**src/rtl/fifo_pkg.sv**
```systemverilog
// fifo_pkg: shared definitions for the fifo_sync_flex family.
//   addr_width()  - memory address width for a given depth
//   read_mode_e   - read path selection (standard registered or first-word-fall-through)
//   DefaultDepth  - default number of entries
//   DefaultWidth  - default data word width
package fifo_pkg;

  localparam int unsigned DefaultDepth = 8;
  localparam int unsigned DefaultWidth = 8;

  typedef enum logic {
    MODE_STD  = 1'b0,
    MODE_FWFT = 1'b1
  } read_mode_e;

  // Address bits needed to index `depth` entries; never below 1 so that
  // degenerate depths still produce legal vector ranges.
  function automatic int unsigned addr_width(input int unsigned depth);
    return (depth <= 1) ? 1 : $clog2(depth);
  endfunction

endpackage

```
**src/rtl/fifo_ram.sv**
```systemverilog
// fifo_ram: DATA_WIDTH x FIFO_DEPTH storage array for the FIFO.
//   clk   - write clock, rising edge
//   we    - write enable
//   waddr - write address
//   wdata - write data
//   raddr - read address
//   rdata - read data, combinational from raddr
// Contents are intentionally not reset.
module fifo_ram
  import fifo_pkg::*;
#(
  parameter int unsigned DATA_WIDTH = DefaultWidth,
  parameter int unsigned FIFO_DEPTH = DefaultDepth,
  parameter int unsigned ADDR_WIDTH = addr_width(FIFO_DEPTH)
) (
  input  logic                  clk,
  input  logic                  we,
  input  logic [ADDR_WIDTH-1:0] waddr,
  input  logic [DATA_WIDTH-1:0] wdata,
  input  logic [ADDR_WIDTH-1:0] raddr,
  output logic [DATA_WIDTH-1:0] rdata
);

  logic [DATA_WIDTH-1:0] mem [FIFO_DEPTH];

  always_ff @(posedge clk) begin
    if (we) begin
      mem[waddr] <= wdata;
    end
  end

  assign rdata = mem[raddr];

endmodule

```
**src/rtl/fifo_sync_flex.sv**
```systemverilog
// fifo_sync_flex: single-clock FIFO with selectable read mode, occupancy count,
// programmable almost-full/almost-empty flags and sticky error flags.
//   clk          - clock, rising edge
//   rst          - asynchronous active-low reset
//   wr_en, wdata - write request and data
//   rd_en        - read request (acknowledge in FWFT mode)
//   rdata        - read data (registered in standard mode, live head in FWFT mode)
//   full, empty  - occupancy == FIFO_DEPTH / == 0
//   almost_full  - count >= AFULL_THRESH
//   almost_empty - count <= AEMPTY_THRESH
//   count        - occupancy, 0..FIFO_DEPTH
//   overflow     - sticky: a write was rejected
//   underflow    - sticky: a read was rejected
//   clr_err      - synchronous clear of overflow/underflow (a new error wins)
module fifo_sync_flex
  import fifo_pkg::*;
#(
  parameter int unsigned DATA_WIDTH    = DefaultWidth,
  parameter int unsigned FIFO_DEPTH    = DefaultDepth,
  parameter int unsigned FWFT          = 0,
  parameter int unsigned AFULL_THRESH  = FIFO_DEPTH - 2,
  parameter int unsigned AEMPTY_THRESH = 2
) (
  input  logic                          clk,
  input  logic                          rst,
  input  logic                          wr_en,
  input  logic [DATA_WIDTH-1:0]         wdata,
  input  logic                          rd_en,
  output logic [DATA_WIDTH-1:0]         rdata,
  output logic                          full,
  output logic                          empty,
  output logic                          almost_full,
  output logic                          almost_empty,
  output logic [$clog2(FIFO_DEPTH):0]   count,
  output logic                          overflow,
  output logic                          underflow,
  input  logic                          clr_err
);

  localparam int unsigned AW = addr_width(FIFO_DEPTH);
  localparam read_mode_e Mode = (FWFT != 0) ? MODE_FWFT : MODE_STD;

  typedef logic [AW:0] ptr_t;

  localparam ptr_t AfullTh  = ptr_t'(AFULL_THRESH);
  localparam ptr_t AemptyTh = ptr_t'(AEMPTY_THRESH);

  // Elaboration-time parameter checks.
  if (FIFO_DEPTH < 2 || (FIFO_DEPTH & (FIFO_DEPTH - 1)) != 0) begin : gen_bad_depth
    $error("fifo_sync_flex: FIFO_DEPTH must be a power of two and at least 2");
  end
  if (AFULL_THRESH < 1 || AFULL_THRESH > FIFO_DEPTH) begin : gen_bad_afull
    $error("fifo_sync_flex: AFULL_THRESH must be in 1..FIFO_DEPTH");
  end
  if (AEMPTY_THRESH > FIFO_DEPTH - 1) begin : gen_bad_aempty
    $error("fifo_sync_flex: AEMPTY_THRESH must be in 0..FIFO_DEPTH-1");
  end

  // Pointers carry one extra wrap bit above the memory address.
  ptr_t wr_ptr_q, wr_ptr_d;
  ptr_t rd_ptr_q, rd_ptr_d;
  logic overflow_q, overflow_d;
  logic underflow_q, underflow_d;

  ptr_t count_w;
  logic full_w, empty_w;
  logic wr_acc, rd_acc;

  logic [DATA_WIDTH-1:0] ram_rdata;

  // Occupancy decodes straight from the registered pointers; the modulo
  // subtraction stays exact across wrap because of the extra MSB.
  assign count_w = wr_ptr_q - rd_ptr_q;
  assign empty_w = (wr_ptr_q == rd_ptr_q);
  assign full_w  = (wr_ptr_q[AW] != rd_ptr_q[AW]) &&
                   (wr_ptr_q[AW-1:0] == rd_ptr_q[AW-1:0]);

  // A write at full still goes through when a read frees the head slot in
  // the same cycle; a read at empty never does, even alongside a write.
  assign rd_acc = rd_en & ~empty_w;
  assign wr_acc = wr_en & (~full_w | rd_en);

  always_comb begin
    wr_ptr_d    = wr_ptr_q;
    rd_ptr_d    = rd_ptr_q;
    overflow_d  = overflow_q;
    underflow_d = underflow_q;

    if (wr_acc) begin
      wr_ptr_d = wr_ptr_q + ptr_t'(1);
    end
    if (rd_acc) begin
      rd_ptr_d = rd_ptr_q + ptr_t'(1);
    end

    // Clear first so that a same-cycle error re-sets the flag.
    if (clr_err) begin
      overflow_d  = 1'b0;
      underflow_d = 1'b0;
    end
    if (wr_en && !wr_acc) begin
      overflow_d = 1'b1;
    end
    if (rd_en && !rd_acc) begin
      underflow_d = 1'b1;
    end
  end

  always_ff @(posedge clk or negedge rst) begin
    if (!rst) begin
      wr_ptr_q    <= '0;
      rd_ptr_q    <= '0;
      overflow_q  <= 1'b0;
      underflow_q <= 1'b0;
    end else begin
      wr_ptr_q    <= wr_ptr_d;
      rd_ptr_q    <= rd_ptr_d;
      overflow_q  <= overflow_d;
      underflow_q <= underflow_d;
    end
  end

  fifo_ram #(
    .DATA_WIDTH (DATA_WIDTH),
    .FIFO_DEPTH (FIFO_DEPTH),
    .ADDR_WIDTH (AW)
  ) u_ram (
    .clk   (clk),
    .we    (wr_acc),
    .waddr (wr_ptr_q[AW-1:0]),
    .wdata (wdata),
    .raddr (rd_ptr_q[AW-1:0]),
    .rdata (ram_rdata)
  );

  if (Mode == MODE_STD) begin : gen_std_read
    logic [DATA_WIDTH-1:0] rdata_q;

    // Captures the head before the edge, so a simultaneous write into the
    // same slot at full cannot leak wdata onto rdata.
    always_ff @(posedge clk or negedge rst) begin
      if (!rst) begin
        rdata_q <= '0;
      end else if (rd_acc) begin
        rdata_q <= ram_rdata;
      end
    end

    assign rdata = rdata_q;
  end else begin : gen_fwft_read
    // Head of queue shown live; meaningless while empty.
    assign rdata = ram_rdata;
  end

  assign full         = full_w;
  assign empty        = empty_w;
  assign almost_full  = (count_w >= AfullTh);
  assign almost_empty = (count_w <= AemptyTh);
  assign count        = count_w;
  assign overflow     = overflow_q;
  assign underflow    = underflow_q;

endmodule
```
**config.mk**
```make
export PLATFORM = sky130hd
export DESIGN_NAME = fifo_sync_flex
export DESIGN_NICKNAME = d
export VERILOG_FILES = /design/src/rtl/fifo_pkg.sv /design/src/rtl/fifo_ram.sv /design/src/rtl/fifo_sync_flex.sv
export SDC_FILE = /design/constraint.sdc
export NUM_CORES = 1
export LEC_CHECK = 0
export ABC_AREA = 1
export ABC_CLOCK_PERIOD_IN_PS = 2590
export BUFFER_PORTS_ARGS = -buffer_cell sky130_fd_sc_hd__buf_2
export CAP_MARGIN = 30
export CORE_MARGIN = 1
export CORE_UTILIZATION = 35
export DETAILED_ROUTE_END_ITERATION = 10
export HOLD_SLACK_MARGIN = 0.12
export SYNTH_ARGS = -nofsm -noshare
export SYNTH_HDL_FRONTEND = slang
export SYNTH_SLANG_ARGS = --single-unit
```
**constraint.sdc**
```tcl
create_clock -name clk -period 2.59 [get_ports clk]
set_clock_uncertainty 0.1 [all_clocks]
set_input_delay 0.777 -clock clk [delete_from_list [all_inputs] [get_ports clk]]
set_output_delay 0.777 -clock clk [all_outputs]
set_load 0.1 [all_outputs]
```
== Word level (Yosys, flattened, before mapping) ==
Memory sizes are Yosys's and may differ from the RTL's. A register that Yosys moved wholly into a read port is not among the register bits.
Index checks and enable logic that the tools add are counted.

* Bits in read-only memories: 0
* Logic and storage cells: 31
* Memory bits (writable): 64
* Memories kept: 1
* Bits in latches: 0
* Input port bits: 13
* Register bits: 10

* Equality and inequality tests: 3
* Add/subtract/negate cells: 3
* Multiply operators: 0
* Shift-type cells: 0
* Reduce and logical (&&, ||, !) cells: 8
* Div/mod/pow operators: 0
* Bitwise gates (word level): 5
* Multiplexer cells: 5
* $lt $le $gt $ge: 2

{| class="wikitable"
|+ Memories
! memory !! depth !! bits a word !! read ports !! clocked after Yosys merged registers in !! wr ports !! RTL line !! text
|-
| u_ram.mem || 8 || 8 || 1 || 1 || 1 || fifo_ram.sv:24 || <nowiki>logic [DATA_WIDTH-1:0] mem [FIFO_DEPTH];</nowiki>
|}

{| class="wikitable"
|+ Operator list
! kind !! number
|-
| adder 4 x 1 -> 4 bit, second input constant || 2
|-
| two-way mux 1 bit || 5
|-
| equality test 4 bit || 1
|-
| >= comparator 4 x 3 -> 1 bit, second input constant || 1
|-
| less-or-equal comparator 4 x 2 -> 1 bit, second input constant || 1
|-
| nonzero test 2 bit || 2
|-
| subtractor 4 bit || 1
|-
| equality test 3 bit || 1
|-
| logical AND 1 bit || 3
|-
| logical NOT 1 bit || 3
|-
| AND 1 bit || 2
|-
| inverter 1 bit || 2
|-
| != test 1 bit || 1
|-
| OR 1 bit || 1
|}

== Longest topological paths before layout ==
* Depth in word-level cells: 8
* Mapped depth: 12
* Depth with buffers taken out: 10

== By module ==
From an unflattened synthesis, not the netlist that was laid out.

* Cell total of the unflattened synthesis: 418
* Area total of the unflattened synthesis: 3925.0 µm²

{| class="wikitable"
|+ Modules (own cells, without submodules)
! module !! area an instance (µm²) !! times used !! cells each !! seq. area each (µm²)
|-
| fifo_ram || 2890.3 || 1 || 295 || 1921.8
|-
| fifo_sync_flex || 1034.7 || 1 || 123 || 450.4
|}

== Worst setup path after synthesis ==
Ideal clock, no wire load.

* Kind: reg-to-output
* Start point: register rd_ptr_q[1]
* End point: output port almost_empty
* Cell stages (with the launch flop): 10
* Arrival: 3.584 ns
* Path slack: -1.871 ns
* Path through: dfrtp_1 -> buf_2 -> inv_2 -> buf_4 -> ha_1 -> nand2_1 -> or2_2 -> nand3_1 -> nand2_1 -> nor2_1

* Longest elaborated chain between the ends: 2

{| class="wikitable"
|+ Ends and longest elaborated chain
! item !! RTL line !! text
|-
| from (decl) || fifo_sync_flex.sv:61 || <nowiki>ptr_t rd_ptr_q, rd_ptr_d;</nowiki>
|-
| from (signal assigned) || fifo_sync_flex.sv:117 || <nowiki>rd_ptr_q <= rd_ptr_d;</nowiki>
|-
| subtractor 4 bit || fifo_sync_flex.sv:73 || <nowiki>assign count_w = wr_ptr_q - rd_ptr_q;</nowiki>
|-
| net count[3] || fifo_sync_flex.sv:34 || <nowiki>output logic [$clog2(FIFO_DEPTH):0] count,</nowiki>
|-
| less-or-equal comparator 4 x 2 -> 1 bit || fifo_sync_flex.sv:158 || <nowiki>assign almost_empty = (count_w <= AemptyTh);</nowiki>
|-
| to (decl) || fifo_sync_flex.sv:33 || <nowiki>output logic almost_empty,</nowiki>
|}

The timed path passes the listed nets, and every way through them passes these cells.

== Worst setup path after layout ==
* Start point: register rd_ptr_q[0]
* End point: output port almost_full

* Longest elaborated chain between the ends: 2

{| class="wikitable"
|+ Ends and longest elaborated chain
! item !! RTL line !! text
|-
| subtractor 4 bit || fifo_sync_flex.sv:73 ||
|-
| >= comparator 4 x 3 -> 1 bit || fifo_sync_flex.sv:157 || <nowiki>assign almost_full = (count_w >= AfullTh);</nowiki>
|-
| to (decl) || fifo_sync_flex.sv:32 || <nowiki>output logic almost_full,</nowiki>
|}

No other way between the ends.

==> out/qor.csv <==
metric;value;unit
Setup crit end kind;primary output;
Crit Path Class;reg -> out;
CP Launch Type;flip-flop;
FF+latch count, synth;82;
CTS tree;built;
arrival time worst endpoint;1.99;ns
type of the worst min-delay path;in -> async;
Post-Route WL;8420;microns
Iter 0 DRT Violations;120;
Slew Limit Fails;0;
FP Rows;37;
Post-route DRC;0;
Detail Route Antenna Nets;0;
ys async rst share;22.0;%
sequential cell area;2370;sq um
synth top area cells;edfxtp_1, dfrtp_1, nand2_1;
Die W;107;microns
via count;2581;
largest net degree at the start of global routing;36;
fillcell total;1021;
CP Max Fanout;3;
grt met3 use;3.62;%
share of the synthesized area in the top cell type;50.2;%
n_diodes;0;
share of cells above drive strength 1;27.4;%
Clock Latency Late Sink;0.37;ns
post-synthesis sequential area ratio;62.0;%
relative slew slack;60.5;%
RSZ-0062 raised after global routing;true;
Netlist Area Pre-Place;3830;sq um
clock sinks;82;
# setup viols final;5;
Die H;107;microns
Critical Path RT;1.71;ns
first-pass GRT wire length;13300;microns
placed inst area;4370;sq um
Placed Cells;546;
time the worst path needs with I/O delays and setup;2.86;ns
Wirelength per Cell;14.8;microns
DP HPWL;5130;microns
Pre-antenna DRT Iters;4;
Tcrit/Tclk final;111;%
Synth Net Count;395;
failing checks;negative setup slack;
Root Driver;clkbuf_8;
GR Layer Usage met2;26.3;%
H-tree depth;3;
Area Growth Syn to Fin;23.9;%
Syn Area/Cell;10.2;sq um
number of distinct library cells after synthesis;26;
clock-pin slew on the worst setup and hold paths;0.09;ns
Post-synth EDFFs;64;
vias per std cell;4.53;
Top Ports;31;
r2r startpoint;rd_ptr_q[1];
starting density of the core;36.6;%
combined area of the multi-input logic cells;1220;sq um
M1 GR Usage;20.7;%
Worst Max-Slew Pin Slew;0.592;ns
status;finished with violations;
non-filler cells, final;570;
initial antenna violation count;0;
GRT busiest layer;met2;
most frequent cell after synthesis;nand2_1;
number of global-route vias before repair;2489;
final hold viol count;0;
# port buffers;30;
most common flop cell mapped by yosys;edfxtp_1;
crit path from;rd_ptr_q[0];
Finished Cell Area;4740;sq um
core box area;10500;sq um
Max Cap Viol;0;
# nets final;448;
Max Clock Freq;0.349;GHz
Commonest cells post-synth;nand2_1, edfxtp_1, inv_1, nand3_1, dfrtp_1;
Total Routing Usage GR;16.1;%
Longest Clk Path Bufs;2;
routability cong.;0.797;
area leader, netlist;edfxtp_1;
number of CTS-inserted buffers;9;
Total Die Area;11400;sq um
Setup WS post-layout;-0.273;ns
gr ovfl total;0;
Ys Warns;0;
Syn Inst Count;376;
final hold slack;0.252;ns
## registers in the layout, summed over array words and instances, names as in the netlist
name / flops
wr_ptr_q: 4
overflow: 1
rdata: 8
u_ram.mem: 64
underflow: 1
rd_ptr_q: 4
## layout make-up
type,count,area share (%)
flip-flops and latches,82,50.1
repair buffers,55,10.2
clock buffers,9,2.61
well taps,136,3.59
clock inverters,7,2.14
multi-input cells,215,25.7
inverters,66,5.62
## logic make-up (layout without fill, tap and decap cells)
family	Yosys count	after routing	share of synthesized area (%)
flops	82	82	62.0
fa+ha+maj	6	6	2.16
xor+xnor	5	5	1.14
compound gates	7	7	1.11
simple gates	197	197	24.5
buf+inv	79	137	9.06
## worst max-delay path: stages (launching register included)
cell and delay [ns]:
dfrtp_1 0.42, ha_4 0.18, fa_2 0.35, xor2_2 0.17, o211ai_1 0.29, buf_12 0.22
## layout by cell type (no fill, tap or decap), types with 4 or more instances in the layout
cell type  netlist  routed
inv_1           60      56
clkbuf_8         0       9
nand2_1        111     108
dfrtp_1         18      18
nand3_1         50      49
nand3_2         10       9
buf_12           1       8
nand2_2         10      10
edfxtp_1        64      64
xor2_1           5       4
nor2_1          10       9
buf_4            4      22
nand2_4          3       5
buf_2            8      22
inv_2            4       5
## routing by layer
metal	vias to the layer above	part of all wire (%)
met4	0	1.4
li1	1303	-
met2	51	50
met1	1215	44
met3	12	4.6
met5	-	0
## through the flow
| stage | setup WS (ns) | TNS, ns | utilization (%) |
|---|---|---|---|
| final | -0.273 | -0.942 | 45.3 |
| after global routing | -0.334 | -1.29 | 45.3 |
| after CTS | -0.274 | -1.03 | 44.9 |
| after detailed placement | 0.0517 | 0 | 41.7 |
| after global placement | 0.0939 | 0 | 41.7 |
| after floorplan | -0.913 | -1.34 | - |
## worst paths after layout
kind	endpoint	slack, ns	cells after the start
max	almost_full	-0.27	5
min in group clk	rdata[7]	0.39	2
max reg2reg	u_ram.mem[4][4]	0.52	9
max in group asynchronous	rdata[7]	1.80	1
min	rdata[1]	0.25	1
min reg2reg	rdata[7]	0.39	2
## repair_timing
item                                    in CTS  in global routing
endpoints found under the setup margin       6                  7
gates resized for setup                     12                  6
pin swaps                                    7                  1
hold buffers                                 0                  0
setup buffers                                6                  3
Power is left out: the tool's default activity adds up to more than one toggle a clock period on the data nets, which glitch-free logic cannot reach.
